## config.mk

```make
export PLATFORM = sky130hd
export DESIGN_NAME = dog_anim_ctrl_flat
export DESIGN_NICKNAME = d
export VERILOG_FILES = /design/src/rtl/dog_anim_ctrl_pkg.sv /design/src/rtl/dog_anim_ctrl_if.sv /design/src/rtl/dog_tick_timer.sv /design/src/rtl/dog_anim_ctrl.sv /design/src/flat_wrapper.sv
export SDC_FILE = /design/constraint.sdc
export NUM_CORES = 1
export LEC_CHECK = 0
export ABC_AREA = 1
export BUFFER_PORTS_ARGS = -buffer_cell sky130_fd_sc_hd__buf_4
export CAP_MARGIN = 10
export CORE_MARGIN = 3
export CORE_UTILIZATION = 50
export CTS_BUF_LIST = sky130_fd_sc_hd__clkbuf_4 sky130_fd_sc_hd__clkbuf_8
export CTS_CLUSTER_SIZE = 40
export DETAILED_ROUTE_END_ITERATION = 16
export MAX_ROUTING_LAYER = met4
export PLACE_DENSITY = 0.68
export SYNTH_ARGS = -nofsm -noshare
export SYNTH_HDL_FRONTEND = slang
export SYNTH_SLANG_ARGS = --single-unit
```

## constraint.sdc

```tcl
create_clock -name clk -period 3.4 [get_ports clk]
set_input_delay 0.51 -clock clk [delete_from_list [all_inputs] [get_ports clk]]
set_output_delay 0.51 -clock clk [all_outputs]
set_load 0.05 [all_outputs]
```

## src/rtl/dog_anim_ctrl_pkg.sv

```systemverilog
// dog_ctrl_pkg: shared types, frame indices and coordinate helper for the dog sequencer.
package dog_ctrl_pkg;
  localparam int CW = 11;
  localparam int SW = 4;
  typedef enum logic [3:0] {IDLE, WALK, SNIFF, ALERT, JUMP_UP, JUMP_DOWN, HIDDEN, RISE, HOLD, FALL} state_t;
  localparam logic [SW-1:0] DOG_WALK0 = 4'd0;
  localparam logic [SW-1:0] DOG_WALK1 = 4'd1;
  localparam logic [SW-1:0] DOG_WALK2 = 4'd2;
  localparam logic [SW-1:0] DOG_WALK3 = 4'd3;
  localparam logic [SW-1:0] DOG_SNIFF = 4'd4;
  localparam logic [SW-1:0] DOG_ALERT = 4'd5;
  localparam logic [SW-1:0] DOG_JUMP_UP = 4'd6;
  localparam logic [SW-1:0] DOG_JUMP_DOWN = 4'd7;
  localparam logic [SW-1:0] DOG_LAUGH = 4'd8;
  // Move cur toward tgt by at most d, landing exactly on tgt without overshoot.
  function automatic logic [CW-1:0] step_to(input logic [CW-1:0] cur, input logic [CW-1:0] tgt, input logic [CW-1:0] d);
    return cur < tgt ? (tgt - cur <= d ? tgt : cur + d) : (cur - tgt <= d ? tgt : cur - d);
  endfunction
endpackage

```

## src/rtl/dog_anim_ctrl_if.sv

```systemverilog
// dog_anim_ctrl_if: game-side controls and dog draw/ROM outputs of the sequencer.
interface dog_anim_ctrl_if;
  import dog_ctrl_pkg::*;
  logic frame_tick;
  logic start_intro;
  logic duck_hit;
  logic duck_miss;
  logic [CW-1:0] bird_x;
  logic [SW-1:0] dog_select;
  logic [CW-1:0] dog_xpos;
  logic [CW-1:0] dog_ypos;
  logic dog_visible;
  logic show_bird;
  logic busy;
  logic intro_done;
  logic round_done;
  modport master(output frame_tick, start_intro, duck_hit, duck_miss, bird_x,
                 input dog_select, dog_xpos, dog_ypos, dog_visible, show_bird, busy, intro_done, round_done);
  modport slave(input frame_tick, start_intro, duck_hit, duck_miss, bird_x,
                output dog_select, dog_xpos, dog_ypos, dog_visible, show_bird, busy, intro_done, round_done);
endinterface

```

## src/rtl/dog_tick_timer.sv

```systemverilog
// dog_tick_timer: frame-tick down counter; expired marks the tick that completes the loaded duration.
module dog_tick_timer #(
  parameter int W = 6
) (
  input  logic         clk,
  input  logic         rst,
  input  logic         tick,
  input  logic         load,
  input  logic [W-1:0] load_val,
  output logic         expired
);
  logic [W-1:0] cnt;
  always_ff @(posedge clk or posedge rst)
    if (rst) cnt <= '0;
    else if (load) cnt <= load_val;
    else if (tick && cnt != '0) cnt <= cnt - 1'b1;
  assign expired = cnt <= W'(1);
endmodule

```

## src/rtl/dog_anim_ctrl.sv

```systemverilog
// dog_anim_ctrl: dog sprite sequencer for the intro walk/sniff/jump and the round-end reaction.
module dog_anim_ctrl
  import dog_ctrl_pkg::*;
#(
  parameter int WALK_START_X = 0,
  parameter int WALK_END_X = 200,
  parameter int STEP_PX = 2,
  parameter int FRAMES_PER_STEP = 6,
  parameter int GROUND_Y = 560,
  parameter int JUMP_PEAK_Y = 460,
  parameter int HIDE_Y = 620,
  parameter int SHOW_Y = 540,
  parameter int JUMP_PX = 4,
  parameter int RISE_PX = 2,
  parameter int SNIFF_TICKS = 40,
  parameter int ALERT_TICKS = 20,
  parameter int HOLD_TICKS = 60
) (
  input logic clk,
  input logic rst,
  dog_anim_ctrl_if.slave bus
);
  localparam int TMAX = SNIFF_TICKS > ALERT_TICKS ? (SNIFF_TICKS > HOLD_TICKS ? SNIFF_TICKS : HOLD_TICKS)
                                                  : (ALERT_TICKS > HOLD_TICKS ? ALERT_TICKS : HOLD_TICKS);
  localparam int TW = $clog2(TMAX + 2);
  localparam int FW = $clog2(FRAMES_PER_STEP + 1);
  localparam logic [CW-1:0] X0 = CW'(WALK_START_X);
  localparam logic [CW-1:0] XE = CW'(WALK_END_X);
  localparam logic [CW-1:0] GY = CW'(GROUND_Y);
  localparam logic [CW-1:0] PK = CW'(JUMP_PEAK_Y);
  localparam logic [CW-1:0] HY = CW'(HIDE_Y);
  localparam logic [CW-1:0] SY = CW'(SHOW_Y);
  state_t st, st_n;
  logic [SW-1:0] sel, sel_n;
  logic [CW-1:0] x, x_n, y, y_n;
  logic [FW-1:0] wcnt, wcnt_n;
  logic vis, vis_n, bird, bird_n, busy_r, intro_r, intro_n, round_r, round_n;
  logic t_load, t_exp;
  logic [TW-1:0] t_val;
  wire tick = bus.frame_tick;
  wire wlast = wcnt == FW'(FRAMES_PER_STEP - 1);
  dog_tick_timer #(.W(TW)) u_timer (
    .clk(clk), .rst(rst), .tick(tick), .load(t_load), .load_val(t_val), .expired(t_exp)
  );
  always_ff @(posedge clk or posedge rst)
    if (rst) begin
      st <= IDLE;
      sel <= DOG_WALK0;
      x <= X0;
      y <= GY;
      wcnt <= '0;
      vis <= 1'b0;
      bird <= 1'b0;
      busy_r <= 1'b0;
      intro_r <= 1'b0;
      round_r <= 1'b0;
    end else begin
      st <= st_n;
      sel <= sel_n;
      x <= x_n;
      y <= y_n;
      wcnt <= wcnt_n;
      vis <= vis_n;
      bird <= bird_n;
      busy_r <= st_n != IDLE && st_n != HIDDEN;
      intro_r <= intro_n;
      round_r <= round_n;
    end
  always_comb begin
    st_n = st;
    sel_n = sel;
    x_n = x;
    y_n = y;
    wcnt_n = wcnt;
    vis_n = vis;
    bird_n = bird;
    intro_n = 1'b0;
    round_n = 1'b0;
    t_load = 1'b0;
    t_val = '0;
    case (st)
      IDLE, HIDDEN:
        if (bus.start_intro) begin
          st_n = WALK;
          x_n = X0;
          y_n = GY;
          sel_n = DOG_WALK0;
          wcnt_n = '0;
          vis_n = 1'b1;
          bird_n = 1'b0;
        end else if (st == HIDDEN && (bus.duck_hit || bus.duck_miss)) begin
          st_n = RISE;
          x_n = bus.duck_hit ? bus.bird_x : XE;
          y_n = HY;
          sel_n = bus.duck_hit ? sel : DOG_LAUGH;
          vis_n = 1'b1;
          bird_n = bus.duck_hit;
        end
      WALK:
        if (tick) begin
          x_n = step_to(x, XE, CW'(STEP_PX));
          wcnt_n = wlast ? '0 : wcnt + 1'b1;
          sel_n = wlast ? {2'b00, sel[1:0] + 2'd1} : sel;
          if (x_n == XE) begin
            st_n = SNIFF;
            sel_n = DOG_SNIFF;
            t_load = 1'b1;
            t_val = TW'(SNIFF_TICKS);
          end
        end
      SNIFF:
        if (tick && t_exp) begin
          st_n = ALERT;
          sel_n = DOG_ALERT;
          t_load = 1'b1;
          t_val = TW'(ALERT_TICKS);
        end
      ALERT:
        if (tick && t_exp) begin
          st_n = JUMP_UP;
          sel_n = DOG_JUMP_UP;
        end
      JUMP_UP:
        if (tick) begin
          y_n = step_to(y, PK, CW'(JUMP_PX));
          x_n = x + 1'b1;
          if (y_n == PK) begin
            st_n = JUMP_DOWN;
            sel_n = DOG_JUMP_DOWN;
          end
        end
      JUMP_DOWN:
        if (tick) begin
          y_n = step_to(y, HY, CW'(JUMP_PX));
          if (y_n == HY) begin
            st_n = HIDDEN;
            vis_n = 1'b0;
            intro_n = 1'b1;
          end
        end
      RISE:
        if (tick) begin
          y_n = step_to(y, SY, CW'(RISE_PX));
          if (y_n == SY) begin
            st_n = HOLD;
            t_load = 1'b1;
            t_val = TW'(HOLD_TICKS);
          end
        end
      HOLD: st_n = tick && t_exp ? FALL : HOLD;
      FALL:
        if (tick) begin
          y_n = step_to(y, HY, CW'(RISE_PX));
          if (y_n == HY) begin
            st_n = HIDDEN;
            vis_n = 1'b0;
            bird_n = 1'b0;
            round_n = 1'b1;
          end
        end
      default: st_n = IDLE;
    endcase
  end
  assign bus.dog_select = sel;
  assign bus.dog_xpos = x;
  assign bus.dog_ypos = y;
  assign bus.dog_visible = vis;
  assign bus.show_bird = bird;
  assign bus.busy = busy_r;
  assign bus.intro_done = intro_r;
  assign bus.round_done = round_r;
endmodule

```

## src/flat_wrapper.sv

```systemverilog
// flat-port wrapper written by rule: the top's interface ports become plain ports
module dog_anim_ctrl_flat import dog_ctrl_pkg::*;
#(
  parameter int WALK_START_X = 0,
  parameter int WALK_END_X = 200,
  parameter int STEP_PX = 2,
  parameter int FRAMES_PER_STEP = 6,
  parameter int GROUND_Y = 560,
  parameter int JUMP_PEAK_Y = 460,
  parameter int HIDE_Y = 620,
  parameter int SHOW_Y = 540,
  parameter int JUMP_PX = 4,
  parameter int RISE_PX = 2,
  parameter int SNIFF_TICKS = 40,
  parameter int ALERT_TICKS = 20,
  parameter int HOLD_TICKS = 60
)
  (clk, rst, bus_frame_tick, bus_start_intro, bus_duck_hit, bus_duck_miss, bus_bird_x, bus_dog_select, bus_dog_xpos, bus_dog_ypos, bus_dog_visible, bus_show_bird, bus_busy, bus_intro_done, bus_round_done);
  dog_anim_ctrl_if bus_i ();
  input logic clk;
  input logic rst;
  input wire logic [$bits(bus_i.frame_tick)-1:0] bus_frame_tick;
  input wire logic [$bits(bus_i.start_intro)-1:0] bus_start_intro;
  input wire logic [$bits(bus_i.duck_hit)-1:0] bus_duck_hit;
  input wire logic [$bits(bus_i.duck_miss)-1:0] bus_duck_miss;
  input wire logic [$bits(bus_i.bird_x)-1:0] bus_bird_x;
  output wire logic [$bits(bus_i.dog_select)-1:0] bus_dog_select;
  output wire logic [$bits(bus_i.dog_xpos)-1:0] bus_dog_xpos;
  output wire logic [$bits(bus_i.dog_ypos)-1:0] bus_dog_ypos;
  output wire logic [$bits(bus_i.dog_visible)-1:0] bus_dog_visible;
  output wire logic [$bits(bus_i.show_bird)-1:0] bus_show_bird;
  output wire logic [$bits(bus_i.busy)-1:0] bus_busy;
  output wire logic [$bits(bus_i.intro_done)-1:0] bus_intro_done;
  output wire logic [$bits(bus_i.round_done)-1:0] bus_round_done;
  assign bus_i.frame_tick = bus_frame_tick;
  assign bus_i.start_intro = bus_start_intro;
  assign bus_i.duck_hit = bus_duck_hit;
  assign bus_i.duck_miss = bus_duck_miss;
  assign bus_i.bird_x = bus_bird_x;
  assign bus_dog_select = bus_i.dog_select;
  assign bus_dog_xpos = bus_i.dog_xpos;
  assign bus_dog_ypos = bus_i.dog_ypos;
  assign bus_dog_visible = bus_i.dog_visible;
  assign bus_show_bird = bus_i.show_bird;
  assign bus_busy = bus_i.busy;
  assign bus_intro_done = bus_i.intro_done;
  assign bus_round_done = bus_i.round_done;
  dog_anim_ctrl #(.WALK_START_X(WALK_START_X), .WALK_END_X(WALK_END_X), .STEP_PX(STEP_PX), .FRAMES_PER_STEP(FRAMES_PER_STEP), .GROUND_Y(GROUND_Y), .JUMP_PEAK_Y(JUMP_PEAK_Y), .HIDE_Y(HIDE_Y), .SHOW_Y(SHOW_Y), .JUMP_PX(JUMP_PX), .RISE_PX(RISE_PX), .SNIFF_TICKS(SNIFF_TICKS), .ALERT_TICKS(ALERT_TICKS), .HOLD_TICKS(HOLD_TICKS)) u_core (.clk(clk), .rst(rst), .bus(bus_i));
endmodule
```

==> Word level (Yosys, flattened, before mapping) <==
Cells that the tools add are included.
{ "classes": {"add_sub_neg": 18, "n_lt_le_gt_ge": 15, "eq_ne": 30, "muxes": 89, "n_reduce_logical": 22} }
{ "ops": {"columns": ["cell", "count"], "rows": [
  ["$mux W11", 26],
  ["$mux W4", 24],
  ["$le A11 B2 Y1 const B", 6],
  ["$pmux W11 S5", 1],
  ["$le A11 B3 Y1 const B", 4],
  ["$mux W6", 6],
  ["$pmux W4 S9", 1],
  ["$eq A11 B10 Y1 const B", 3],
  ["$pmux W11 S3", 1],
  ["$add A11 B2 Y11 const B", 2],
  ["$lt A11 B10 Y1 const B", 2],
  ["$sub A10 B11 Y11 const A", 2],
  ["$sub A11 B10 Y11 const B", 2],
  ["$sub A11 B2 Y11 const B", 2],
  ["$mux W1", 20],
  ["$pmux W4 S5", 1],
  ["$pmux W6 S3", 1],
  ["$eq A4 B3 Y1 const B", 4],
  ["$ne A2 B2 Y1 const B", 6],
  ["$reduce_and A6 Y1", 2],
  ["$add A11 B1 Y11 const B", 1],
  ["$add A11 B3 Y11 const B", 1],
  ["$eq A11 B8 Y1 const B", 1],
  ["$eq A11 B9 Y1 const B", 1],
  ["37 further kinds", 54]
]} }
{ "totals": {"register_bits": 44, "in_bits": 17, "output_inout_bits": 31} }

==> Logic depth before layout (Yosys ltp) <==
{ "depth": {"ltp_word": 10, "ltp_mapped": 26, "depth_no_buf": 25} }

==> By module <==
From an unflattened synthesis, not the netlist that was laid out.
{ "hier_totals": {"cells_unflattened": 1051, "hier_area_um2": 6048.3} }
{ "modules_own_cells": {"columns": ["mod", "n_inst", "cells_per_inst", "area_each_um2"], "rows": [
  ["dog_anim_ctrl", 1, 987, 5597.9],
  ["dog_tick_timer", 1, 64, 450.4]
]} }

==> Least setup slack after synthesis <==
No wires, ideal clock.
{ "synth_path": {"kind": "register to register", "start": "reg u_core.y[1] (netlist: u_core.bus.dog_ypos[1])", "end": "reg u_core.u_timer.cnt[2]", "arrival_ps": 3068, "t_required_ps": 3283, "path_slack_ps": 216, "path_stages_with_launch": 23, "path_buffers": 1, "synth_period_minus_slack_ps": 3184, "cell_sequence": "dfrtp_1 -> clkbuf_1 -> inv_1 -> ha_1 -> inv_1 -> nand2_1 -> nand2_1 -> nand2_1 -> o21bai_1 -> nor2_1 -> nand3_1 -> inv_1 -> nand2_1 -> a21oi_1 -> nand2_1 -> nor2_1 -> nand2_1 -> nand2_1 -> nand2_2 -> nand3_4 -> inv_2 -> nand2_1 -> nand2_1"} }
{ "synth_via": {"elab_chain_len": 9} }
{ "synth_lines": {"columns": ["item", "line_no", "source"], "rows": [
  ["start: declaration", "dog_anim_ctrl.sv:35", "logic [CW-1:0] x, x_n, y, y_n;"],
  ["start signal: assignment", "dog_anim_ctrl.sv:61", "y <= y_n;"],
  ["$sub A11 B10 Y11 or $sub A10 B11 Y11 (tied branches)", "dog_anim_ctrl_pkg.sv:17", "return cur < tgt ? (tgt - cur <= d ? tgt : cur + d) : (cur - tgt <= d ? tgt : cur - d);"],
  ["$le A11 B2 Y1", "dog_anim_ctrl_pkg.sv:17", null],
  ["$mux W11", "dog_anim_ctrl_pkg.sv:17", null],
  ["$mux W11 *", "dog_anim_ctrl_pkg.sv:17", null],
  ["$eq A11 B10 Y1 *", "dog_anim_ctrl.sv:144", "if (y_n == SY) begin"],
  ["$mux W6 or $mux W1 (tied branches)", "dog_anim_ctrl.sv:144", null],
  ["$mux W6 or $mux W1 (tied branches)", "dog_anim_ctrl.sv:142", "if (tick) begin"],
  ["$pmux W6 S3 or $pmux W1 S3 (tied branches)", "dog_anim_ctrl.sv:81", "case (st)"],
  ["$mux W6 or $reduce_bool A2 Y1 (tied branches)", null, null],
  ["end signal: assignment", "dog_tick_timer.sv:15", "else if (load) cnt <= load_val;"],
  ["end signal: assignment", "dog_tick_timer.sv:16", "else if (tick && cnt != '0) cnt <= cnt - 1'b1;"],
  ["end: declaration", "dog_tick_timer.sv:12", "logic [W-1:0] cnt;"]
]} }
Every way passes the cells marked *; elsewhere a longest branch is shown, timed or not.
A chain may end at the register's enable or synchronous reset.

==> Final worst setup path <==
{ "layout_path": {"start": "reg u_core.y[5] (netlist: u_core.bus.dog_ypos[5])", "end": "reg u_core.u_timer.cnt[2]"} }
Same word-level chain as after synthesis.

==> results.yml <==
synth:
  ys_dominant_reg_cell: "sky130_fd_sc_hd__dfrtp_1"
  synth.largest_area_cell: "sky130_fd_sc_hd__dfrtp_1"
  yosysTopAreaCellShare: 0.1765
  yosysUniqueCellTypes: 45
  synth.net_count: 1015
  yosysMostFrequentCell: "sky130_fd_sc_hd__nand2_1"
  number_of_flops_mapped_to_enable_cells_by_yosys: 0
  synth-seq-cells: 44
  synth_sequential_area_ratio: 0.1901
  synth_area_um2: 5813
  synth_cells: 975
  mean_instance_size_in_the_synthesized_netlist_um2: 5.962
  synth-warning-count: 0
  synthTopCellsByArea: "sky130_fd_sc_hd__dfrtp_1 (18%), sky130_fd_sc_hd__nand2_1 (17%), sky130_fd_sc_hd__nand3_1 (8.0%), sky130_fd_sc_hd__nor2_1 (7.9%), sky130_fd_sc_hd__inv_1 (6.2%)"
  yosys-top-cells-count: "sky130_fd_sc_hd__nand2_1 (259), sky130_fd_sc_hd__nor2_1 (123), sky130_fd_sc_hd__inv_1 (96)"
  async_sr_flop_fraction: 1.000
clock_tree:
  clock_tree_from_tritoncts: "done"
  clock-sinks: 44
  clock_insertion_delay_worst_skew_ns: 0.33
  clock_tree.htree_level_count: 2
  max-clock-path-buffers: 2
  holdBufCountCts: 0
  clkSlewWorstSetupHoldPaths_ns: 0.11
  cts.root.buffer_cell: "sky130_fd_sc_hd__clkbuf_8"
  tritoncts.num_buffers: 5
placed_design:
  detailedPlace.worstSlack_ns: 0.2579
  dpl-instance-area_um2: 6379
  placed_cells: 1165
  finalWeightedCongestion: 1.077
  placement.io_buffers: 47
  detailedPlacementHpwl_um: 15530
setup_path:
  critPathTopFamily: "simple AND/OR/NAND/NOR gates"
  reg2reg_setup_slack_ns: 0.21
  startpoint_type: "register"
  slowest_stage: "sky130_fd_sc_hd__dfstp_2"
  worst-path-buf-inv: 2
  timing.critical_path.arrival_ns: 3.42
  critical_path_required_ns: 3.63
  timing.setup.critical_path_class: "reg2reg"
  timing.critical_path.to_type: "register"
  regToRegStartpoint: "u_core.bus.dog_ypos[5]"
  r2r_end: "u_core.u_timer.cnt[2]"
  critical_path.max_fanout: 16
  crit_chain: "inv_2 -> nand4_1 -> nand4_1 -> nor2_1 -> nand3_1 -> nand3_1 -> nand2_1 -> nor2_1 -> nand2_1 -> nor2_2 -> nand2_1 -> nand2_1 -> nand2_2 -> nand3_4 -> inv_2 -> nand2_1 -> nand2_1"
  crit_path_max_incr_delay_ns: 0.80
  r2r_cells: 17
  cell_with_the_most_instances_on_the_worst_path: "sky130_fd_sc_hd__nand2_1"
grt:
  number_of_antenna_violations_at_the_first_check_in_global_routing: 0
  globalRoute.totalOverflow: 0
  first_global_vias: 6059
  pin_count_of_the_biggest_net_entering_global_routing: 45
  grtUsageTotal: 0.3188
  grt_pass1_wl_um: 32210
detailed_routing:
  drt-pass1-iter-count: 8
  antenna_violating_nets_post_route: 0
  dr_total_vias: 6741
  route.detailed.vias_per_inst: 5.742
  post-route-drc-count: 0
  dr.first_iter.drc_count: 717
  route.final.wire_length_um: 19940
  route.detailed.wl_per_inst_um: 16.98
final_layout:
  finish.instance_area_um2: 6481
  fin_nets: 1073
  drive_above_1_share: 0.1460
  final-instance-count-excl-fill: 1174
  n_antenna_cell: 0
  syn2layout_area_growth_pct: 11.49
die:
  initial_utilization: 0.5247
  pin_count: 48
  placementRows: 38
  chip_width_um: 113.8
  floorplan.die_area_um2: 12960
  chipHeight_um: 113.8
  core-area_um2: 11080
timing:
  final_period_minus_worst_setup_slack_ns: 3.191
  min_period_over_period: 0.9385
  setup_viol: 0
  hold_viol: 0
  tightest_slew_ns: 1.006
  timing.final.max_slew_violations: 0
  clock_skew_ns: 0.01904
  grt_setup_unrepaired: "no"
  finalWorstSetupSlack_ns: 0.2092
  relSlewSlack: 0.3290
  setup-tns-final_ns: 0
  fmax_mhz: 313.4
power_and_ir_drop:
  switching_share: 0.6076
  vdd_ir_drop_max_v: 0.0006006
  areal_power_density_over_the_cells_nw_per_um2: 866.6
  p_switching_mw: 3.413
  clkPwrFrac: 0.066
  pwr-share-comb: 0.762
  leakage_nw: 3.281
  p_total_mw: 5.616
  p_seq_frac: 0.172
  internal_power_mw: 2.204
run:
  maxCapViolations: 0
run_status:
  outcome: "finished clean"
hold_path:
  hold_class: "in2async"
## per-layer routing
layer,track usage,part of all wire,vias up
met5,-,0,-
met4,0.06334,0.013,0
met3,0.06366,0.11,21
met2,0.4413,0.40,370
met1,0.4804,0.47,3027
li1,-,-,3323
## power by group through the flow
stage | clock network, mW | registers (mW) | logic (mW)
detailed placement | 0 | 0.973 | 4.16
global route | 0.398 | 0.994 | 4.70
global placement | 0 | 0.972 | 4.19
floorplan | 0 | 1.32 | 2.74
finish | 0.369 | 0.969 | 4.28
CTS | 0.375 | 0.964 | 4.18
## repair_timing
item                       4_1_cts  5_1_grt
setup endpoints to repair        0       10
setup buffers                    0        1
hold endpoints to repair         0        0
resized for setup                0        2
## layout by cell type, fill, tap and decap left out, types with 8 or more instances in the layout
cell type,instances
sky130_fd_sc_hd__inv_1,95
sky130_fd_sc_hd__nand4_1,21
sky130_fd_sc_hd__nand3_1,93
sky130_fd_sc_hd__ha_1,23
sky130_fd_sc_hd__xor2_1,35
sky130_fd_sc_hd__o22ai_1,8
sky130_fd_sc_hd__inv_2,17
sky130_fd_sc_hd__o21ai_0,62
sky130_fd_sc_hd__nand2_2,16
sky130_fd_sc_hd__dfrtp_1,39
sky130_fd_sc_hd__nor2_1,123
sky130_fd_sc_hd__nor2_2,13
sky130_fd_sc_hd__o21ai_1,15
sky130_fd_sc_hd__nand2_1,259
sky130_fd_sc_hd__buf_4,76
sky130_fd_sc_hd__a21oi_1,40
sky130_fd_sc_hd__nor3_1,18
## worst max-delay path by stage
stage                            from                        to  slack, ns  depth (start not counted)
2_1_floorplan  u_core.bus.dog_ypos[1]     u_core.u_timer.cnt[2]       0.22                         22
3_3_place_gp   u_core.bus.dog_xpos[0]  u_core.bus.dog_select[2]       0.30                         18
3_5_place_dp   u_core.bus.dog_ypos[0]     u_core.u_timer.cnt[4]       0.26                         21
4_1_cts        u_core.bus.dog_ypos[0]     u_core.u_timer.cnt[2]       0.22                         21
5_1_grt        u_core.bus.dog_xpos[0]     u_core.u_timer.cnt[4]       0.03                         20
6_report       u_core.bus.dog_ypos[5]     u_core.u_timer.cnt[2]       0.21                         17
## area by class of cell
cell class,instances,area (µm²)
fill,1146,4597
multi-input combinational,788,4088
sequential,44,1107
timing repair buffer,76,570.5
inverter,118,447.9
tap,140,175.2
clock buffer,5,68.82
clock inverter,3,23.77
## sequential cells by signal, summed over array words and instances (netlist names)
name	flops
u_core.bus.dog_xpos	11
u_core.bus.dog_ypos	11
u_core.u_timer.cnt	6
u_core.bus.dog_select	4
u_core.st	4
u_core.wcnt	3
u_core.bus.busy	1
u_core.bus.dog_visible	1
u_core.bus.intro_done	1
u_core.bus.round_done	1
u_core.bus.show_bird	1
## stage by stage
stage / hold slack, ns / utilization
2_1_floorplan: 0.4509 / -
3_3_place_gp: 0.4689 / 0.5758
3_5_place_dp: 0.4680 / 0.5758
4_1_cts: 0.4659 / 0.5841
5_1_grt: 0.4783 / 0.5850
6_report: 0.4212 / 0.5850
## logic make-up (layout without fill, tap and decap cells)
| kind of cell | Yosys count | after routing | share of synthesized area |
|---|---|---|---|
| AO/OA/AOI/OAI | 164 | 164 | 0.1636 |
| adder cells (fa/ha/maj) | 23 | 23 | 0.04951 |
| buffers and inverters | 143 | 202 | 0.1068 |
| AND/OR/NAND/NOR | 559 | 559 | 0.4266 |
| multiplexers | 1 | 1 | 0.001722 |
| XOR/XNOR | 41 | 41 | 0.06177 |
| flip-flops | 44 | 44 | 0.1901 |
No activity file was read; power rests on OpenSTA's default activity.
